$ cat src/rtl/rpn_seq_num_bram_arbiter.sv
// rtl/rpn_seq_num_bram_arbiter.sv - round-robin arbiter/sequencer for the single-port sequence number BRAM
//
// Purpose: serialises READ / WRITE / INCR requests from two requesters onto one
// single-port BRAM. Exactly one operation is in flight, so INCR (read, then
// write back old+1) is atomic with respect to the other requester.
//
// Ports:
//   i_clk, i_ap_rst_n             clock, asynchronous active-low reset
//   reqN_valid/ready/op/addr/wdata request channel N (op: 0 READ, 1 WRITE, 2 INCR, 3 READ)
//   rspN_valid/rdata               one-cycle completion pulse, old word (0 for WRITE)
//   to_sequence_number_BRAM_*      BRAM port (CLK, RST, EN, WEN, DIN, ADDR out; DOUT in)
//
// Optional feature macro: RPN_SEQ_NUM_ARB_INCR_EN
//   defined   : op 2 performs the atomic increment write-back
//   undefined : op 2 executes as READ and the incrementer is not built
module rpn_seq_num_bram_arbiter #(
  parameter int BRAM_ADDR_WIDTH           = 32,
  parameter int WAN_SEQUENCE_NUMBER_WIDTH = 32,
  parameter int BRAM_WEN_WIDTH            = 4,
  parameter int READ_LATENCY              = 1
) (
  input  logic                                 i_clk,
  input  logic                                 i_ap_rst_n,
  input  logic                                 req0_valid,
  output logic                                 req0_ready,
  input  logic [1:0]                           req0_op,
  input  logic [BRAM_ADDR_WIDTH-1:0]           req0_addr,
  input  logic [WAN_SEQUENCE_NUMBER_WIDTH-1:0] req0_wdata,
  output logic                                 rsp0_valid,
  output logic [WAN_SEQUENCE_NUMBER_WIDTH-1:0] rsp0_rdata,
  input  logic                                 req1_valid,
  output logic                                 req1_ready,
  input  logic [1:0]                           req1_op,
  input  logic [BRAM_ADDR_WIDTH-1:0]           req1_addr,
  input  logic [WAN_SEQUENCE_NUMBER_WIDTH-1:0] req1_wdata,
  output logic                                 rsp1_valid,
  output logic [WAN_SEQUENCE_NUMBER_WIDTH-1:0] rsp1_rdata,
  output logic                                 to_sequence_number_BRAM_CLK,
  output logic                                 to_sequence_number_BRAM_RST,
  output logic                                 to_sequence_number_BRAM_EN,
  output logic [BRAM_WEN_WIDTH-1:0]            to_sequence_number_BRAM_WEN,
  output logic [WAN_SEQUENCE_NUMBER_WIDTH-1:0] to_sequence_number_BRAM_DIN,
  output logic [BRAM_ADDR_WIDTH-1:0]           to_sequence_number_BRAM_ADDR,
  input  logic [WAN_SEQUENCE_NUMBER_WIDTH-1:0] to_sequence_number_BRAM_DOUT
);

  localparam int W = WAN_SEQUENCE_NUMBER_WIDTH;
  localparam logic [1:0] OP_WRITE = 2'd1;
`ifdef RPN_SEQ_NUM_ARB_INCR_EN
  localparam logic [1:0] OP_INCR  = 2'd2;
`endif
  // RD_WAIT spends READ_LATENCY cycles; the counter value on its last cycle.
  localparam logic WAIT_LAST = (READ_LATENCY == 2);

  typedef enum logic [1:0] {S_IDLE, S_ISSUE, S_RD_WAIT, S_COMPLETE} state_t;

  state_t                     state_q, state_d;
  logic                       last_q, last_d;     // last served port
  logic                       port_q, port_d;     // port of the op in flight
  logic                       wr_q, wr_d;         // op in flight is WRITE
  logic [BRAM_ADDR_WIDTH-1:0] addr_q, addr_d;
  logic [W-1:0]               wdata_q, wdata_d;
  logic [W-1:0]               cap_q, cap_d;       // captured DOUT
  logic [W-1:0]               din_q, din_d;       // DIN holds its last driven value
  logic                       wait_q, wait_d;
`ifdef RPN_SEQ_NUM_ARB_INCR_EN
  logic                       incr_q, incr_d;
`endif

  logic       grant;
  logic [1:0] sel_op;
  logic [W-1:0] rsp_data;

  always_ff @(posedge i_clk or negedge i_ap_rst_n) begin
    if (!i_ap_rst_n) begin
      state_q <= S_IDLE;
      last_q  <= 1'b1;
      port_q  <= 1'b0;
      wr_q    <= 1'b0;
      addr_q  <= '0;
      wdata_q <= '0;
      cap_q   <= '0;
      din_q   <= '0;
      wait_q  <= 1'b0;
`ifdef RPN_SEQ_NUM_ARB_INCR_EN
      incr_q  <= 1'b0;
`endif
    end else begin
      state_q <= state_d;
      last_q  <= last_d;
      port_q  <= port_d;
      wr_q    <= wr_d;
      addr_q  <= addr_d;
      wdata_q <= wdata_d;
      cap_q   <= cap_d;
      din_q   <= din_d;
      wait_q  <= wait_d;
`ifdef RPN_SEQ_NUM_ARB_INCR_EN
      incr_q  <= incr_d;
`endif
    end
  end

  always_comb begin
    state_d = state_q;
    last_d  = last_q;
    port_d  = port_q;
    wr_d    = wr_q;
    addr_d  = addr_q;
    wdata_d = wdata_q;
    cap_d   = cap_q;
    wait_d  = wait_q;
`ifdef RPN_SEQ_NUM_ARB_INCR_EN
    incr_d  = incr_q;
`endif
    req0_ready = 1'b0;
    req1_ready = 1'b0;
    rsp0_valid = 1'b0;
    rsp1_valid = 1'b0;
    rsp0_rdata = '0;
    rsp1_rdata = '0;
    to_sequence_number_BRAM_EN  = 1'b0;
    to_sequence_number_BRAM_WEN = '0;
    to_sequence_number_BRAM_DIN = din_q;
    rsp_data = wr_q ? '0 : cap_q;
    // Tie goes to the port not served last; a lone request always wins.
    grant  = (req0_valid && req1_valid) ? ~last_q : req1_valid;
    sel_op = grant ? req1_op : req0_op;

    case (state_q)
      S_IDLE: begin
        req0_ready = req0_valid & ~grant;
        req1_ready = req1_valid & grant;
        if (req0_valid || req1_valid) begin
          port_d  = grant;
          last_d  = grant;
          wr_d    = (sel_op == OP_WRITE);
`ifdef RPN_SEQ_NUM_ARB_INCR_EN
          incr_d  = (sel_op == OP_INCR);
`endif
          addr_d  = grant ? req1_addr : req0_addr;
          wdata_d = grant ? req1_wdata : req0_wdata;
          state_d = S_ISSUE;
        end
      end
      S_ISSUE: begin
        to_sequence_number_BRAM_EN = 1'b1;
        if (wr_q) begin
          to_sequence_number_BRAM_WEN = '1;
          to_sequence_number_BRAM_DIN = wdata_q;
          state_d = S_COMPLETE;
        end else begin
          wait_d  = 1'b0;
          state_d = S_RD_WAIT;
        end
      end
      S_RD_WAIT: begin
        if (wait_q == WAIT_LAST) begin
          cap_d   = to_sequence_number_BRAM_DOUT;
          state_d = S_COMPLETE;
        end else begin
          wait_d = 1'b1;
        end
      end
      S_COMPLETE: begin
        rsp0_valid = ~port_q;
        rsp1_valid = port_q;
        rsp0_rdata = port_q ? '0 : rsp_data;
        rsp1_rdata = port_q ? rsp_data : '0;
`ifdef RPN_SEQ_NUM_ARB_INCR_EN
        // Write-back shares the response cycle so no other op can slip in.
        if (incr_q) begin
          to_sequence_number_BRAM_EN  = 1'b1;
          to_sequence_number_BRAM_WEN = '1;
          to_sequence_number_BRAM_DIN = cap_q + {{(W-1){1'b0}}, 1'b1};
        end
`endif
        state_d = S_IDLE;
      end
      default: state_d = S_IDLE;
    endcase
    din_d = to_sequence_number_BRAM_DIN;
  end

  assign to_sequence_number_BRAM_CLK  = i_clk;
  assign to_sequence_number_BRAM_RST  = ~i_ap_rst_n;
  assign to_sequence_number_BRAM_ADDR = addr_q;

endmodule
$ cat config.mk
export PLATFORM = sky130hd
export DESIGN_NAME = rpn_seq_num_bram_arbiter
export DESIGN_NICKNAME = d
export VERILOG_FILES = /design/src/rtl/rpn_seq_num_bram_arbiter.sv
export SDC_FILE = /design/constraint.sdc
export NUM_CORES = 1
export LEC_CHECK = 0
export ABC_AREA = 1
export CORE_UTILIZATION = 42
export DETAILED_ROUTE_END_ITERATION = 8
export PLACE_DENSITY = 0.77
export SETUP_SLACK_MARGIN = 0.1
export SYNTH_ARGS = -nofsm -noshare
export SYNTH_HDL_FRONTEND = slang
export SYNTH_SLANG_ARGS = --single-unit
$ cat constraint.sdc
create_clock -name i_clk -period 2.2 [get_ports i_clk]
set_clock_uncertainty 0.15 [all_clocks]
set_input_delay 0.44 -clock i_clk [delete_from_list [all_inputs] [get_ports i_clk]]
set_output_delay 0.44 -clock i_clk [all_outputs]
set_load 0.05 [all_outputs]
==> results.txt, run 1 <==
----------------------------------------------------
[Logic synthesis]
  Cell types with the largest area share after synthesis ... dfrtp_1 49%, nand2_1 19%, nand3_1 9.6%
  Xor and xnor fraction of the mapped netlist area ... 0
  Synthesized-area fraction occupied by adder cells ... 0.00742
  Netlist cell types ... 17
  #FFs+latches synth ... 133
  Post-synthesis instance area ... 0.00675 mm²
  Share of Yosys cell area claimed by the top area cell type ... 0.490
  Synthesized net count ... 1080
  Largest family of logic cells by synthesized area ... simple AND/OR/NAND/NOR gates
  Post-synthesis compound-gate area fraction ... 0.00148
  Top cell type by total area after synthesis ... dfrtp_1
  Cell count after synthesis ... 908
  Average cell area after synthesis ... 7.43 µm²
  YS warnings ... 0
  Post-synthesis share of cell area spent on and, or, nand and nor gates ... 0.324
  Multiplexer share of the synthesized area ... 0.0534
  Sequential fraction of the synthesis area ... 0.493

[Die]
  Total Die Area ... 0.0166 mm²
  Count of boundary I/O pins ... 307
  Number of cell rows ... 45
  Width of the die ... 129 µm
  Effective utilization at floorplan ... 0.437
  Die height ... 129 µm
  Area of the core region ... 0.0154 mm²

[Placed design]
  Placed instance count ... 1387
  Setup slack at placement ... -0.162 ns
  Number of port buffers ... 306
  Post-detail-place hpwl ... 15500 µm
  Placed inst area ... 0.0112 mm²
  Final RePlAce weighted congestion ... 0.800

[Routing]
  Routed wire length ... 31600 µm
  Wire length per cell after detailed routing ... 21.5 µm
  Remaining antenna violation count ... 0
  Mean number of vias per cell ... 5.44
  Number of design-rule violations left by the first detailed-router iteration ... 649
  Detailed-route DRC error count ... 0
  Detailed-router iteration count before antenna repair ... 8
  Vias ... 7985

[STA]
  RSZ-0062 raised after global routing ... yes
  Worst setup margin ... -0.369 ns
  Setup_tns ... -29.24 ns
  Rel. slew slack ... 0.506
  Number of failing setup endpoints in the final timing report ... 104
  Share of the clock period used by the worst path ... 1.17
  Max frequency ... 389 MHz
  Slew at the pin closest to its max-slew limit ... 0.741 ns
  Total count of max-transition violations in the final report ... 0
  Final Hold Vio Count ... 0
  Post-layout minimum cycle time ... 2.57 ns
  Final hold slack ... 0.319 ns

[Finish]
  Layout Nets ... 1411
  End-of-flow core utilization ... 0.868
  Count of non-filler cells in the finished layout ... 1469
  Fraction of final layout cells with drive strength greater than 1 ... 0.304
  Most common cell after layout, fill and taps aside ... nand2_1
  Area Growth Syn to Fin ... 98.4%
  Finished layout cell area ... 0.0134 mm²
  Commonest non-fill, non-tap cells in the layout ... 267 x nand2_1, 165 x clkdlybuf4s50_1, 136 x inv_1, 131 x dfrtp_1, 130 x nand3_1

[Global route]
  Global Route Usage Sum ... 0.293
  Maximum number of pins on one net before global-route repair ... 134
  Vias in the first global route ... 7064
  Global-route congestion overflow total ... 0
  Initial antenna violation count ... 6
  Wire length of the first global-routing pass ... 36700 µm

[Worst setup path]
  Maximum fanout along the worst path ... 20
  Worst Path Buf+Inv ... 3
  Cell depth of the worst setup path ... 5
  Critical Path AT ... 1.98 ns
  CP cell instances ... inv_1, buf_12, nand2_1, nor2_4, buf_12
  Family with the most delay on the worst path ... buffers and inverters
  Worst stage delay on the critical path ... 0.45 ns
  Req. time, crit path ... 1.61 ns
  Worst reg-to-reg path cell count ... 8
  Crit path capture type ... primary output
  Type of element launching the critical path ... flop
  Most repeated library cell on the critical path ... buf_12
  CP Class ... reg2out
  Cell with the biggest individual delay on the critical path ... dfrtp_1

[Power and ir drop]
  Worst VDD drop ... 0.963 mV
  Sequential fraction of design power ... 0.216
  Leakage Power ... 6.66 nW
  Clock group share of total power ... 0.176
  Power Density ... 1570 mW/mm²
  Total power of the final layout ... 21.0 mW
  Net switching fraction of the power ... 0.472
  Switching pwr ... 9.91 mW
  Part of the power in combinational logic ... 0.608
  Internal ... 11.1 mW

[Clock network]
  Clock latency at the later pin of the worst-skew pair ... 0.53 ns
  TritonCTS clock tree ... yes
  Post-CTS clock slew at the launch and capture registers of the worst setup and hold paths ... 0.06 ns

[Run status]
  Status ... finished with violations
  Failing checks ... setup timing

[Worst hold path]
  Cells on Worst Hold Path ... 2
  Min-Delay Path Class ... reg2reg

[Flow run]
  Max-capacitance violation count ... 0

----------------------------------------------------
==> layout make-up <==
cell class                 count  area [µm²]
inverter                     141         537
timing repair buffer         366        4890
tap                          211         264
clock inverter                12         225
sequential                   133        3330
clock buffer                  24         533
antenna                        6        15.0
fill                         704        2040
multi-input combinational    576        3590
==> routing by layer <==
layer  vias up  global-route usage  routed length [µm]
met5         -                   0                   0
met4         0               0.170                2360
met3       218              0.0973                3340
met2       584               0.511               15100
met1      3783               0.311               10800
li1       3400                   -                   -
==> worst min-delay path: stages, from the launching register on <==
cell     delay, ns
dfrtp_1       0.34
nand2_1       0.05
nand2_1       0.05
==> sequential cells by signal, summed over array words and instances (netlist names) <==
name	flops
state_q	2
wdata_q	32
to_sequence_number_BRAM_ADDR	32
cap_q	32
last_q	1
wr_q	1
din_q	32
port_q	1
==> what timing repair did <==
action | 4_1_cts | 5_1_grt
hold buffers | 1 | 0
pin swaps | 15 | 67
buffers inserted | 16 | 13
resized for setup | 140 | 140
hold endpoints to repair | 132 | 0
gates cloned | 2 | 9
endpoints found under the setup margin | 136 | 105
==> final timing paths <==
kind / start / end / slack [ns]
worst min register to register: to_sequence_number_BRAM_ADDR[19] / to_sequence_number_BRAM_ADDR[19] / 0.32
max in group asynchronous: i_ap_rst_n / state_q[0] / 0.85
worst max register to register: state_q[0] / wdata_q[23] / 0.13
worst min-delay path: to_sequence_number_BRAM_ADDR[19] / to_sequence_number_BRAM_ADDR[19] / 0.32
min in group asynchronous: i_ap_rst_n / din_q[27] / 0.48
worst max-delay path: wr_q / rsp0_rdata[12] / -0.37
==> Yosys cell counts <==
cell type / n
nand2_1: 338
inv_1: 140
dfrtp_1: 132
nand3_1: 130
nor2_1: 68
mux2_2: 30
buf_2: 25
clkbuf_1: 21
buf_4: 9
ha_1: 4
buf_1: 3
mux2_1: 2
o21ai_0: 2
dfstp_2: 1
inv_2: 1
nor2_2: 1
nor3_1: 1
==> power by group through the flow <==
stage | Combinational, mW | Clock, mW | Sequential, mW
CTS | 11.0 | 3.65 | 4.28
global route | 13.3 | 3.80 | 4.62
detailed placement | 10.5 | 0.105 | 4.27
floorplan | 5.05 | 0.0980 | 5.15
finish | 12.8 | 3.69 | 4.53
global placement | 10.3 | 0.105 | 4.22
==> logic make-up (layout without fill, tap and decap cells) <==
family / Yosys count / after routing
AOI/OAI and AO/OA: 2 / 2
muxes: 32 / 32
and+or+nand+nor: 538 / 538
other: 0 / 6
DFF: 133 / 133
buffers and inverters: 199 / 543
adders and majority gates: 4 / 4
No activity file was read; power rests on OpenSTA's default activity.
==> inputs of run 2 (changes only) <==
--- a/config.mk
+++ b/config.mk
@@ -6,9 +6,10 @@
 export NUM_CORES = 1
 export LEC_CHECK = 0
 export ABC_AREA = 1
-export CORE_UTILIZATION = 42
+export CORE_UTILIZATION = 43
+export CTS_BUF_LIST = sky130_fd_sc_hd__clkbuf_4
 export DETAILED_ROUTE_END_ITERATION = 8
-export PLACE_DENSITY = 0.77
+export PLACE_DENSITY = 0.79
 export SETUP_SLACK_MARGIN = 0.1
 export SYNTH_ARGS = -nofsm -noshare
 export SYNTH_HDL_FRONTEND = slang
==> results.txt, run 2 (synthesis results as in run 1) <==
----------------------------------------------------
[Run status]
  Status ... finished with violations
  Failing checks ... setup timing

[Worst setup path]
  CP cell instances ... buf_4, ha_4, nand2_8, buf_16, nor2_4, buf_12
  Worst stage delay on the critical path ... 0.45 ns
  Req. time, crit path ... 1.61 ns
  Family with the most delay on the worst path ... buffers and inverters
  Type of element launching the critical path ... flop
  Crit path capture type ... primary output
  Worst Path Buf+Inv ... 3
  Critical Path AT ... 2.13 ns
  Cell with the biggest individual delay on the critical path ... dfrtp_2
  CP Class ... reg2out
  Maximum fanout along the worst path ... 8

[Finish]
  Fraction of final layout cells with drive strength greater than 1 ... 0.340
  Area taken by flip-flops and latches ... 0.00333 mm²
  Layout Nets ... 1414
  Commonest non-fill, non-tap cells in the layout ... 258 x nand2_1, 165 x clkdlybuf4s50_1, 134 x inv_1, 131 x dfrtp_1, 130 x nand3_1
  Area Growth Syn to Fin ... 95.6%
  Most common cell after layout, fill and taps aside ... nand2_1
  Footprint of the multi-input gates ... 0.00366 mm²
  Filler cells ... 698

[Routing]
  Vias ... 7959
  Mean number of vias per cell ... 5.40
  Routed wire length ... 31800 µm
  Wire length per cell after detailed routing ... 21.6 µm
  Number of design-rule violations left by the first detailed-router iteration ... 700
  Remaining antenna violation count ... 0
  Detailed-route DRC error count ... 0
  Detailed-router iteration count before antenna repair ... 6

[STA]
  Setup_tns ... -45.46 ns
  Share of the clock period used by the worst path ... 1.24
  Max frequency ... 368 MHz
  Total count of max-transition violations in the final report ... 0
  RSZ-0062 raised after global routing ... yes
  Final Hold Vio Count ... 0
  Post-layout minimum cycle time ... 2.72 ns
  Number of failing setup endpoints in the final timing report ... 105
  Worst setup margin ... -0.517 ns
  Final hold slack ... 0.120 ns
  Rel. slew slack ... 0.501
  Slew at the pin closest to its max-slew limit ... 0.749 ns

[Die]
  Number of cell rows ... 45
  Count of boundary I/O pins ... 307
  Total Die Area ... 0.0162 mm²
  Effective utilization at floorplan ... 0.442
  Width of the die ... 127 µm
  Area of the core region ... 0.0153 mm²
  Die height ... 127 µm

[Power and ir drop]
  Worst VDD drop ... 0.998 mV
  Leakage Power ... 6.49 nW
  Power Density ... 1470 mW/mm²

[Global route]
  Vias in the first global route ... 7629
  Maximum number of pins on one net before global-route repair ... 134
  Initial antenna violation count ... 8
  Global Route Usage Sum ... 0.337
  Wire length of the first global-routing pass ... 41100 µm
  Global-route congestion overflow total ... 0

[Placed design]
  Post-detail-place hpwl ... 15400 µm
  Setup slack at placement ... -0.162 ns
  Number of port buffers ... 306
  Final RePlAce weighted congestion ... 0.836

[Clock network]
  Post-CTS clock slew at the launch and capture registers of the worst setup and hold paths ... 0.12 ns
  TritonCTS clock tree ... yes
  Clock latency at the later pin of the worst-skew pair ... 0.68 ns

[Flow run]
  Max-capacitance violation count ... 0

[Worst hold path]
  Min-Delay Path Class ... in2reg

----------------------------------------------------
==> run 2: where the power goes <==
part           leakage, nW  switching (mW)  total, mW  internal [mW]
registers             1.62           0.931       4.57           3.64
clock network        0.145            1.15       1.82          0.674
logic                 4.72            7.77       13.0           5.26
total                 6.49            9.85       19.4           9.58
==> run 2: repair_timing <==
action | CTS | global route
endpoints found under the hold margin | 132 | 0
hold buffers | 1 | 0
buffers inserted | 16 | 13
gates resized for setup | 292 | 88
pin swaps | 27 | 41
gates cloned | 10 | 5
endpoints found under the setup margin | 138 | 107
==> run 2: tightest hold or removal path, stage by stage <==
cell	delay (ns)
buf_2	0.15
nor2_1	0.10
nand2_1	0.10
o21ai_0	0.09
==> run 2: per-stage QoR <==
step	power [mW]	cell area, µm²	cells	util
finish	19.4	13200	1474	0.865
global route	20.1	13200	1474	0.865
CTS	17.8	12600	1448	0.827
detailed placement	14.8	11200	1386	0.737
global placement	14.6	11200	1386	0.737
floorplan	10.3	6900	908	-
==> run 2: final cells by class <==
class,count,share of cell area
multi-input combinational,576,0.277
inverter,141,0.0407
clock inverter,14,0.00967
clock buffer,22,0.0128
tap,211,0.0200
antenna,8,0.00152
sequential,133,0.252
timing repair buffer,369,0.386
==> run 2: path summary, 6_finish.rpt <==
| path | from | to | slack [ns] | depth (start not counted) |
|---|---|---|---|---|
| setup / recovery | state_q[0] | rsp1_rdata[19] | -0.52 | 6 |
| hold / removal | req1_valid | state_q[1] | 0.12 | 4 |
| setup reg to reg | state_q[0] | wdata_q[26] | 0.25 | 9 |
| hold reg to reg | to_sequence_number_BRAM_ADDR[21] | to_sequence_number_BRAM_ADDR[21] | 0.34 | 2 |
| max in group asynchronous | i_ap_rst_n | to_sequence_number_BRAM_ADDR[3] | 1.03 | 3 |
| min in group asynchronous | i_ap_rst_n | din_q[0] | 0.25 | 3 |
==> run 2: layer usage <==
| layer | share of wire | wire (µm) | vias to the layer above | GRT usage |
|---|---|---|---|---|
| met5 | 0 | 0 | - | 0 |
| met1 | 0.35 | 11100 | 3758 | 0.364 |
| li1 | - | - | 3412 | - |
| met3 | 0.099 | 3150 | 182 | 0.0917 |
| met2 | 0.48 | 15300 | 607 | 0.590 |
| met4 | 0.070 | 2220 | 0 | 0.202 |
==> inputs of run 3 (changes only) <==
==> constraint.sdc (replaced) <==
create_clock -name i_clk -period 2.2 [get_ports i_clk]
set_clock_uncertainty 0.15 [all_clocks]
set_input_delay 0.22 -clock i_clk [delete_from_list [all_inputs] [get_ports i_clk]]
set_output_delay 0.22 -clock i_clk [all_outputs]
set_load 0.05 [all_outputs]
==> results.txt, run 3 (synthesis results as in run 1) <==
----------------------------------------------------
[STA]
  Worst setup margin ... -0.270 ns
  Setup_tns ... -18.78 ns
  Number of failing setup endpoints in the final timing report ... 103
  Total count of max-transition violations in the final report ... 0
  Post-layout minimum cycle time ... 2.47 ns
  Share of the clock period used by the worst path ... 1.12
  Slew at the pin closest to its max-slew limit ... 0.766 ns
  Final hold slack ... 0.00733 ns
  Max frequency ... 405 MHz
  RSZ-0062 raised after global routing ... yes
  Final Hold Vio Count ... 0
  Rel. slew slack ... 0.489

[Finish]
  Footprint of the multi-input gates ... 0.00353 mm²
  Finished layout cell area ... 0.0129 mm²
  Layout Nets ... 1415
  Commonest non-fill, non-tap cells in the layout ... 264 x nand2_1, 165 x clkdlybuf4s50_1, 135 x inv_1, 130 x nand3_1, 130 x dfrtp_1
  Count of non-filler cells in the finished layout ... 1469
  Area taken by flip-flops and latches ... 0.00333 mm²
  Filler cells ... 723
  Most common cell after layout, fill and taps aside ... nand2_1
  Fraction of final layout cells with drive strength greater than 1 ... 0.300
  Area Growth Syn to Fin ... 91.0%
  End-of-flow core utilization ... 0.845

[Placed design]
  Setup slack at placement ... 0.0579 ns
  Placed inst area ... 0.0111 mm²
  Placed instance count ... 1382
  Post-detail-place hpwl ... 14900 µm
  Number of port buffers ... 306
  Final RePlAce weighted congestion ... 0.825

[Die]
  Effective utilization at floorplan ... 0.442
  Count of boundary I/O pins ... 307
  Width of the die ... 127 µm
  Area of the core region ... 0.0153 mm²
  Number of cell rows ... 45
  Total Die Area ... 0.0162 mm²
  Die height ... 127 µm

[Clock network]
  TritonCTS clock tree ... yes
  Post-CTS clock slew at the launch and capture registers of the worst setup and hold paths ... 0.13 ns
  Clock latency at the later pin of the worst-skew pair ... 0.68 ns

[Worst setup path]
  Req. time, crit path ... 1.83 ns
  CP Class ... reg2out
  Crit path capture type ... primary output
  Type of element launching the critical path ... flop
  Critical Path AT ... 2.10 ns
  Maximum fanout along the worst path ... 17

[Routing]
  Wire length per cell after detailed routing ... 20.6 µm
  Detailed-router iteration count before antenna repair ... 7
  Detailed-route DRC error count ... 0
  Vias ... 7887
  Mean number of vias per cell ... 5.37
  Remaining antenna violation count ... 0
  Number of design-rule violations left by the first detailed-router iteration ... 818
  Routed wire length ... 30300 µm

[Worst hold path]
  Min-Delay Path Class ... in2async

[Global route]
  Global Route Usage Sum ... 0.296
  Vias in the first global route ... 7000
  Maximum number of pins on one net before global-route repair ... 134
  Initial antenna violation count ... 0
  Wire length of the first global-routing pass ... 36500 µm
  Global-route congestion overflow total ... 0

[Run status]
  Status ... finished with violations
  Failing checks ... setup timing

[Power and ir drop]
  Power Density ... 1450 mW/mm²
  Leakage Power ... 6.46 nW
  Total power of the final layout ... 18.7 mW
  Worst VDD drop ... 0.806 mV

[Flow run]
  Max-capacitance violation count ... 0

----------------------------------------------------
run 3: cell count changes in the layout (fill, tap and decap cells not counted), sizes merged:
cell | before | now
buf | 169 | 155
bufinv | 1 | 2
clkbuf | 25 | 26
clkdlybuf4s15 | 31 | 1
clkinv | 4 | 10
clkinvlp | 6 | 3
diode | 8 | 2
dlygate4sd2 | 0 | 32
dlygate4sd3 | 1 | 11
dlymetal6s2s | 0 | 1
inv | 144 | 141
run 3: report_power, final:
| group | switching, mW | internal [mW] |
|---|---|---|
| Clock | 1.08 | 0.742 |
| Combinational | 7.53 | 4.87 |
| Sequential | 0.859 | 3.64 |
| Total | 9.47 | 9.26 |
run 3: repair_timing:
action / in CTS / in global routing
endpoints found under the setup margin: 137 / 105
hold buffers: 11 / 0
cloned: 4 / 7
pin swaps: 17 / 14
resized for setup: 142 / 158
endpoints found under the hold margin: 148 / 0
setup buffers: 18 / 11
run 3: per-layer routing:
layer | vias up | track usage | share of wire
met5 | - | 0 | 0
met4 | 0 | 0.153 | 0.066
met3 | 167 | 0.0863 | 0.097
met2 | 555 | 0.518 | 0.50
met1 | 3752 | 0.326 | 0.34
li1 | 3413 | - | -
run 3: worst max-delay path, cell delays in order (launching register included):
cell	delay, ns
dfrtp_1	0.39
buf_4	0.12
ha_2	0.22
nand2_4	0.12
buf_12	0.20
nor2_2	0.21
buf_12	0.16
run 3: layout make-up:
cell class              instances  area share
diodes                          2    0.000388
clock buffers                  21      0.0125
clock inverters                15      0.0109
inverters                     141      0.0418
multi-input cells             576       0.274
flip-flops and latches        133       0.259
well taps                     211      0.0205
repair buffers                370       0.381
run 3: path summary, 6_finish.rpt:
path	cells after the start	slack, ns	endpoint	from
max	6	-0.27	rsp0_rdata[9]	state_q[1]
min	3	0.007	din_q[3]	i_ap_rst_n
max reg2reg	7	0.36	wdata_q[14]	last_q
min reg2reg	2	0.34	to_sequence_number_BRAM_ADDR[24]	to_sequence_number_BRAM_ADDR[24]
max in group asynchronous	3	1.26	cap_q[14]	i_ap_rst_n
min in group i_clk	5	0.02	wdata_q[29]	req0_wdata[29]
